## config.mk

```make
export PLATFORM = sky130hd
export DESIGN_NAME = ldpc_iter_ctrl_flat
export DESIGN_NICKNAME = d
export VERILOG_FILES = /design/src/rtl/ldpc_iter_ctrl_if.sv /design/src/rtl/ldpc_iter_ctrl.sv /design/src/flat_wrapper.sv
export SDC_FILE = /design/constraint.sdc
export NUM_CORES = 1
export LEC_CHECK = 0
export ABC_AREA = 1
export BUFFER_PORTS_ARGS = -buffer_cell sky130_fd_sc_hd__buf_2
export CORE_ASPECT_RATIO = 1.25
export CORE_MARGIN = 3
export CORE_UTILIZATION = 38
export DETAILED_ROUTE_END_ITERATION = 16
export SYNTH_ARGS = -nofsm -noshare
export SYNTH_HDL_FRONTEND = slang
export SYNTH_SLANG_ARGS = --single-unit
```

## constraint.sdc

```tcl
create_clock -name clk -period 1.8 [get_ports clk]
set_input_delay 0.27 -clock clk [delete_from_list [all_inputs] [get_ports clk]]
set_output_delay 0.27 -clock clk [all_outputs]
set_load 0.005 [all_outputs]
```

## src/rtl/ldpc_iter_ctrl_if.sv

```systemverilog
// ldpc_iter_ctrl_if: control/status bundle between the decoder
// wrapper (master) and the iteration sequencer (slave).
interface ldpc_iter_ctrl_if #(
   parameter int ITER_W = 5,
   parameter int CNT_W  = 8
);
   logic              start;
   logic              abort;
   logic [CNT_W-1:0]  cfg_init_cnt;
   logic [ITER_W-1:0] cfg_max_iter;
   logic              early_term_en;
   logic              syndrome_ok;
   logic [CNT_W-1:0]  cnt;
   logic [CNT_W-1:0]  init_cnt;
   logic [ITER_W-1:0] iter;
   logic              busy;
   logic              done;
   logic              converged;
   logic              aborted;

   modport master (
      output start, abort, cfg_init_cnt, cfg_max_iter,
      output early_term_en, syndrome_ok,
      input  cnt, init_cnt, iter, busy, done, converged, aborted
   );

   modport slave (
      input  start, abort, cfg_init_cnt, cfg_max_iter,
      input  early_term_en, syndrome_ok,
      output cnt, init_cnt, iter, busy, done, converged, aborted
   );
endinterface

```

## src/rtl/ldpc_iter_ctrl.sv

```systemverilog
// ldpc_iter_ctrl: layered LDPC iteration sequencer driving the shared
// cnt/init_cnt phase buses, with early termination and abort.
module ldpc_iter_ctrl #(
   parameter int ITER_W = 5,
   parameter int CNT_W  = 8
) (
   input  logic            clk,
   input  logic            rst,
   ldpc_iter_ctrl_if.slave bus
);

   typedef enum logic [2:0] {
      S_IDLE,
      S_LOAD,
      S_ITER,
      S_CHECK,
      S_DONE
   } state_t;

   localparam logic [CNT_W-1:0]  C_LO   = CNT_W'(3);
   localparam logic [CNT_W-1:0]  C_HI   = CNT_W'(253);
   localparam logic [CNT_W-1:0]  C_ONE  = CNT_W'(1);
   localparam logic [CNT_W-1:0]  C_TWO  = CNT_W'(2);
   localparam logic [ITER_W-1:0] I_ONE  = ITER_W'(1);

   state_t            r_state;
   logic [CNT_W-1:0]  r_cnt;
   logic [CNT_W-1:0]  r_init_cnt;
   logic [ITER_W-1:0] r_iter;
   logic [ITER_W-1:0] r_max_iter;
   logic              r_busy;
   logic              r_done;
   logic              r_conv;
   logic              r_aborted;

   logic [CNT_W-1:0]  w_init_clamp;
   logic [ITER_W-1:0] w_max_load;
   logic [ITER_W-1:0] w_iter_inc;
   logic [ITER_W-1:0] w_iter_sat;
   logic [CNT_W-1:0]  w_cnt_last;
   logic              w_active;
   logic              w_start;
   logic              w_kill;
   logic              w_stop;

   // Step below 3 would collide with the load/first-update phases;
   // above 253 the V2C phase (init+1) would not fit before wrap.
   assign w_init_clamp = (bus.cfg_init_cnt < C_LO) ? C_LO :
                         (bus.cfg_init_cnt > C_HI) ? C_HI :
                         bus.cfg_init_cnt;
   assign w_max_load   = (bus.cfg_max_iter == '0) ? I_ONE :
                         bus.cfg_max_iter;

   assign w_iter_inc = r_iter + I_ONE;
   assign w_iter_sat = (r_iter >= r_max_iter) ? r_max_iter : w_iter_inc;
   assign w_cnt_last = r_init_cnt + C_ONE;

   assign w_active = (r_state == S_LOAD) ||
                     (r_state == S_ITER) ||
                     (r_state == S_CHECK);
   assign w_start  = bus.start & ~bus.abort;
   assign w_kill   = bus.abort & w_active;
   assign w_stop   = (bus.early_term_en & bus.syndrome_ok) |
                     (w_iter_inc == r_max_iter);

   // Sequencer FSM with all bus outputs held in registers.
   always_ff @(posedge clk or negedge rst) begin
      if (!rst) begin
         r_state    <= S_IDLE;
         r_cnt      <= '0;
         r_init_cnt <= '1;
         r_iter     <= '0;
         r_max_iter <= I_ONE;
         r_busy     <= 1'b0;
         r_done     <= 1'b0;
         r_conv     <= 1'b0;
         r_aborted  <= 1'b0;
      end else begin
         r_done    <= 1'b0;
         r_aborted <= 1'b0;
         if (w_kill) begin
            r_state   <= S_IDLE;
            r_cnt     <= '0;
            r_busy    <= 1'b0;
            r_aborted <= 1'b1;
         end else begin
            unique case (r_state)
               S_IDLE: begin
                  r_cnt <= '0;
                  if (w_start) begin
                     r_init_cnt <= w_init_clamp;
                     r_max_iter <= w_max_load;
                     r_iter     <= '0;
                     r_conv     <= 1'b0;
                     r_cnt      <= C_ONE;
                     r_busy     <= 1'b1;
                     r_state    <= S_LOAD;
                  end
               end
               S_LOAD: begin
                  r_cnt   <= C_TWO;
                  r_state <= S_ITER;
               end
               S_ITER: begin
                  if (r_cnt == w_cnt_last) begin
                     r_cnt   <= '0;
                     r_state <= S_CHECK;
                  end else begin
                     r_cnt <= r_cnt + C_ONE;
                  end
               end
               S_CHECK: begin
                  r_iter <= w_iter_sat;
                  if (w_stop) begin
                     r_conv  <= bus.syndrome_ok;
                     r_done  <= 1'b1;
                     r_busy  <= 1'b0;
                     r_cnt   <= '0;
                     r_state <= S_DONE;
                  end else begin
                     // Skip the L-load phase on later iterations.
                     r_cnt   <= C_TWO;
                     r_state <= S_ITER;
                  end
               end
               S_DONE: begin
                  r_cnt   <= '0;
                  r_busy  <= 1'b0;
                  r_state <= S_IDLE;
               end
               default: begin
                  r_cnt   <= '0;
                  r_busy  <= 1'b0;
                  r_state <= S_IDLE;
               end
            endcase
         end
      end
   end

   assign bus.cnt       = r_cnt;
   assign bus.init_cnt  = r_init_cnt;
   assign bus.iter      = r_iter;
   assign bus.busy      = r_busy;
   assign bus.done      = r_done;
   assign bus.converged = r_conv;
   assign bus.aborted   = r_aborted;

endmodule

```

## src/flat_wrapper.sv

```systemverilog
// flat-port wrapper written by rule: the top's interface ports become plain ports
module ldpc_iter_ctrl_flat 
#(
   parameter int ITER_W = 5,
   parameter int CNT_W  = 8
)
  (clk, rst, bus_start, bus_abort, bus_cfg_init_cnt, bus_cfg_max_iter, bus_early_term_en, bus_syndrome_ok, bus_cnt, bus_init_cnt, bus_iter, bus_busy, bus_done, bus_converged, bus_aborted);
  ldpc_iter_ctrl_if #(.ITER_W(ITER_W), .CNT_W(CNT_W)) bus_i ();
  input  logic clk;
  input  logic rst;
  input wire logic [$bits(bus_i.start)-1:0] bus_start;
  input wire logic [$bits(bus_i.abort)-1:0] bus_abort;
  input wire logic [$bits(bus_i.cfg_init_cnt)-1:0] bus_cfg_init_cnt;
  input wire logic [$bits(bus_i.cfg_max_iter)-1:0] bus_cfg_max_iter;
  input wire logic [$bits(bus_i.early_term_en)-1:0] bus_early_term_en;
  input wire logic [$bits(bus_i.syndrome_ok)-1:0] bus_syndrome_ok;
  output wire logic [$bits(bus_i.cnt)-1:0] bus_cnt;
  output wire logic [$bits(bus_i.init_cnt)-1:0] bus_init_cnt;
  output wire logic [$bits(bus_i.iter)-1:0] bus_iter;
  output wire logic [$bits(bus_i.busy)-1:0] bus_busy;
  output wire logic [$bits(bus_i.done)-1:0] bus_done;
  output wire logic [$bits(bus_i.converged)-1:0] bus_converged;
  output wire logic [$bits(bus_i.aborted)-1:0] bus_aborted;
  assign bus_i.start = bus_start;
  assign bus_i.abort = bus_abort;
  assign bus_i.cfg_init_cnt = bus_cfg_init_cnt;
  assign bus_i.cfg_max_iter = bus_cfg_max_iter;
  assign bus_i.early_term_en = bus_early_term_en;
  assign bus_i.syndrome_ok = bus_syndrome_ok;
  assign bus_cnt = bus_i.cnt;
  assign bus_init_cnt = bus_i.init_cnt;
  assign bus_iter = bus_i.iter;
  assign bus_busy = bus_i.busy;
  assign bus_done = bus_i.done;
  assign bus_converged = bus_i.converged;
  assign bus_aborted = bus_i.aborted;
  ldpc_iter_ctrl #(.ITER_W(ITER_W), .CNT_W(CNT_W)) u_core (.clk(clk), .rst(rst), .bus(bus_i));
endmodule
```

After elaboration in Yosys (flattened, before gate mapping)
Index checks and enable logic that the tools add are counted.
Cells by class
  reductions and logical operators: 11
  multiplexer cells: 27
  $add $sub $neg: 3
  bitwise logic cells: 6
  order comparisons: 3
  equal/unequal tests: 11
Operator list (count)
  8-bit two-way mux: 4
  8-bit case mux with 4 select lines: 1
  8-bit by 1-bit adder with 8-bit output, second input constant: 2
  5-bit two-way mux: 3
  3-bit two-way mux: 4
  3-bit case mux with 4 select lines: 1
  1-bit two-way mux: 10
  5-bit case mux with 2 select lines: 1
  3-bit AND reduction: 3
  8-bit equality test: 1
  8-bit greater-than comparator, second input constant: 1
  8-bit by 2-bit < comparator with 1-bit output, second input constant: 1
  3-bit by 2-bit equality test with 1-bit output, second input constant: 2
  2-bit by 1-bit != test with 1-bit output, second input constant: 3
  3-bit by 1-bit != test with 1-bit output, second input constant: 2
  5-bit by 1-bit adder with 5-bit output, second input constant: 1
  5-bit equality test: 1
  5-bit >= comparator: 1
  5-bit zero test: 1
  4-bit AND reduction: 1
  1-bit bitwise AND: 3
  3-bit by 1-bit equality test with 1-bit output, second input constant: 1
  3-bit zero test: 1
  3-bit by 2-bit != test with 1-bit output, second input constant: 1
  other kinds (9): 11
Storage, ports and cells
  logic and storage cells: 70
  flip-flop bits (word level): 33
  output and inout bits: 25
  input bits: 19

Longest topological paths before layout
  depth in word-level cells: 6
  depth in mapped cells: 13
  gate-level depth less buffers: 13

Worst setup path after synthesis
OpenSTA, ideal clock, no wires.
  path type: register -> register
  from: register u_core.r_init_cnt[0], in the netlist u_core.bus.init_cnt[0]
  to: register u_core.r_state[0]
  required time: 1.731 ns
  data arrival time: 1.567 ns
  clock period less this slack: 1.636 ns
  path buffers: 0
  cell stages (with the launch flop): 11
  setup time: 0.069 ns
  slack: 0.164 ns
  cell sequence: dfstp_2 > ha_1 > xnor2_1 > o21ai_0 > nor2_1 > nand3_1 > nor2_1 > nand2_2 > nand3_4 > nand2_2 > nor2_2
Between the ends
  longest elaborated chain between the ends: 4
RTL lines
  start, declared: line ldpc_iter_ctrl.sv:28  | logic [CNT_W-1:0] r_init_cnt;
  start signal, assigned: line ldpc_iter_ctrl.sv:91  | r_init_cnt <= w_init_clamp;
  8-bit by 1-bit adder with 8-bit output: line ldpc_iter_ctrl.sv:56  | assign w_cnt_last = r_init_cnt + C_ONE;
  8-bit equality test: line ldpc_iter_ctrl.sv:105  | if (r_cnt == w_cnt_last) begin
  3-bit by 2-bit != test with 1-bit output (no line)
  2-bit AND reduction (no line)
  end signal, assigned: line ldpc_iter_ctrl.sv:69  | r_state <= S_IDLE;
  end signal, assigned: line ldpc_iter_ctrl.sv:102  | r_state <= S_ITER;
  end signal, assigned: line ldpc_iter_ctrl.sv:107  | r_state <= S_CHECK;
  end, declared: line ldpc_iter_ctrl.sv:26  | state_t r_state;
Every way passes these cells.
A chain may end at the register's enable or synchronous reset.

Final worst setup path
  from: register u_core.r_init_cnt[1], in the netlist u_core.bus.init_cnt[1]
  to: register u_core.r_state[0]
Same word-level chain as after synthesis.

==> run summary <==
status: completed
Avg WL per Cell: 12.4 um
Area Overhead vs Synth: 25.9%
Critical Path Fanout Max: 7
WL final: 4920 um
worst ir drop on vdd: 0.626 mV
Mapped Area: 2040 um2
Slew headroom: 0.685
Site Rows: 29
Worst-Skew Late Latency: 0.28 ns
Comb pwr share: 0.514
CTS Sinks: 33
Slowest-stage cell, CP: dfstp_2
Antenna Nets Post-Route: 0
Post-synth EDFFs: 0
Clk pin slew, worst setup/hold paths: 0.07 ns
post-synthesis sequential area ratio: 0.411
vias per cell: 4.98
crit-path most repeated cell: nand2_2
sw frac: 0.419
max-slew violation count: 0
DIE HEIGHT: 87.8 um
fin crit period: 1.68 ns
power density over the cells: 1480 nW/um2
Via Count: 1976
synth cell count leaders: nand2_1, inv_1, nor2_1, dfrtp_1, nand3_1
global route total overflow: 0
Post-Synthesis Cells: 271
Synth Flop Type: dfrtp_1
Clock power frac: 0.140
Pleak: 1.36 nW
Mapped Nets: 298
synthesized flop and latch total: 33
clock buffer count from CTS: 5
vias in the first global route: 1982
I/O pin total: 44
Starting Density: 0.398
top-area cell type share of the netlist area: 0.295
DRT iter0 DRCs: 51
CP Cell Sequence: ha_4 -> nand2_4 -> nor2_4 -> inv_2 -> nand2_1 -> nand2_1 -> nand2_2 -> nand2_2 -> nor2_2 -> nand2_2 -> nand3_4 -> nand2_2 -> nor2_2
Max Root-Sink Buffers: 2
Post-DP HPWL: 3980 um
Hold Path Class: in2reg
area leader, netlist: dfrtp_1
layout cells sized above 1: 0.275
critical path required time: 2.02 ns
CTS tree: built
DRC Markers: 0
clock root buffer: clkbuf_8
largest net degree at the start of global routing: 22
GP Congestion: 0.869
Synth async-reset ratio: 1.00
synth top area cells: dfrtp_1, dfstp_2, nand2_1
hold path depth: 3
Die Wd: 71.5 um
period utilization: 0.931
Setup Viol. Count Final: 0
fin nets: 361
n_diodes: 0
RSZ-0062 raised after global routing: true
core area: 5120 um2
Pint: 0.00221 W
Tightest Pin Transition: 0.472 ns
Die Area: 6280 um2
Flop pwr share: 0.345
post-synth cell types: 29
critical path arrival: 1.90 ns
port bufs: 43
crit start category: flip-flop
Worst R2R Path Depth: 13
CP Capture Type: flip-flop
GRT Total Usage: 0.170
critical path class: reg2reg
first-pass GRT wire length: 8530 um
worst clock skew: 0.0107 ns
maximum clock rate: 597 MHz
count leader, synth: nand2_1
initial antenna violation count: 0
Avg Cell Area, Syn: 7.51 um2
final hold vios: 0
Sw Pwr: 0.00159 W
Max-cap violations: 0
DP Area: 2430 um2
drt pass-1 iters: 4
CP max stage delay: 0.56 ns
Post-Layout Inst Area: 2560 um2
synth warn: 0
Max H-tree Level: 2
Tot Pwr: 0.00380 W
==> routing by layer <==
layer  global-route usage  up-vias  part of all wire
met5                    0        -                 0
met4               0.0564        0             0.015
met3               0.0344        8             0.054
met2                0.309       54              0.52
met1                0.198      900              0.42
li1                     -     1014                 -
==> sequential cells by signal, indices dropped and copies added (netlist names) <==
register,cells
u_core.bus.done,1
u_core.bus.cnt,8
u_core.bus.aborted,1
u_core.bus.iter,5
u_core.r_max_iter,5
u_core.bus.init_cnt,8
u_core.bus.converged,1
u_core.r_state,3
u_core.bus.busy,1
==> power groups by stage <==
stage,clock (W),sequential [W],combinational [W]
final,0.000534,0.00131,0.00196
after global routing,0.000584,0.00136,0.00226
after CTS,0.000554,0.00130,0.00191
after detailed placement,0,0.00131,0.00190
after global placement,0,0.00130,0.00189
after floorplan,0,0.00132,0.00116
==> cells in the final DEF (no fill, tap or decap), types with 3 or more instances in the layout <==
cell / count
dfrtp_1: 24
xor2_1: 5
nor3_1: 4
nor2_1: 27
buf_2: 43
nand3_1: 21
a21oi_1: 16
dfstp_2: 9
o21ai_0: 17
buf_4: 16
nand2_2: 5
nand4_1: 11
xnor2_1: 4
o22ai_1: 3
ha_1: 6
inv_1: 41
nand2_1: 55
nor2_2: 3
clkbuf_8: 5
==> area by class of cell <==
cell class,count,area [um2]
clock buffers,7,76.3
flip-flops and latches,33,837
multi-input cells,192,1060
well taps,62,77.6
fillers,514,2550
clock inverters,1,5.00
repair buffers,60,345
inverters,42,158
==> cells by family (layout without fill, tap and decap cells) <==
logic type      after synthesis  count (layout)  synth area share
compound gates               41              41             0.109
xor+xnor                      9               9            0.0387
fa+ha+maj                     8               8            0.0492
buf+inv                      46             110            0.0867
flops                        33              33             0.411
simple gates                134             134             0.305
==> critical path: cells and delay by family (launching register included) <==
family / cells / cell delay [ns]
simple gates: 11 / 0.87
flops: 1 / 0.56
fa+ha+maj: 1 / 0.15
buf+inv: 1 / 0.04
==> final timing paths <==
check	end	slack (ns)	from
max reg2reg	u_core.r_state[0]$_DFFE_PN0P_	0.12	u_core.bus.init_cnt[1]$_DFFE_PN1P_
min	u_core.bus.converged$_DFFE_PN0P_	0.20	bus_syndrome_ok
max in group asynchronous	u_core.bus.init_cnt[3]$_DFFE_PN1P_	0.75	rst
max	u_core.r_state[0]$_DFFE_PN0P_	0.12	u_core.bus.init_cnt[1]$_DFFE_PN1P_
min in group asynchronous	u_core.bus.iter[3]$_DFFE_PN0P_	0.48	rst
min reg2reg	u_core.bus.busy$_DFFE_PN0P_	0.48	u_core.bus.busy$_DFFE_PN0P_
==> metrics by stage <==
stage / utilization / hold slack [ns] / std cells / setup WS (ns) / setup TNS (ns)
global placement: 0.475 / 0.257 / 388 / 0.116 / 0
CTS: 0.493 / 0.198 / 397 / 0.0840 / 0
floorplan: - / -0.0256 / 271 / 0.164 / 0
detailed placement: 0.475 / 0.257 / 388 / 0.0817 / 0
finish: 0.501 / 0.203 / 397 / 0.124 / 0
global route: 0.501 / 0.206 / 397 / -0.000261 / -0.000261
==> what timing repair did <==
item | 4_1_cts | 5_1_grt
hold buffers | 1 | 0
hold endpoints to repair | 11 | 0
resized for setup | 0 | 9
buffers inserted | 0 | 0
endpoints found under the setup margin | 0 | 11
Note: power is estimated with default switching activity, not from simulation.
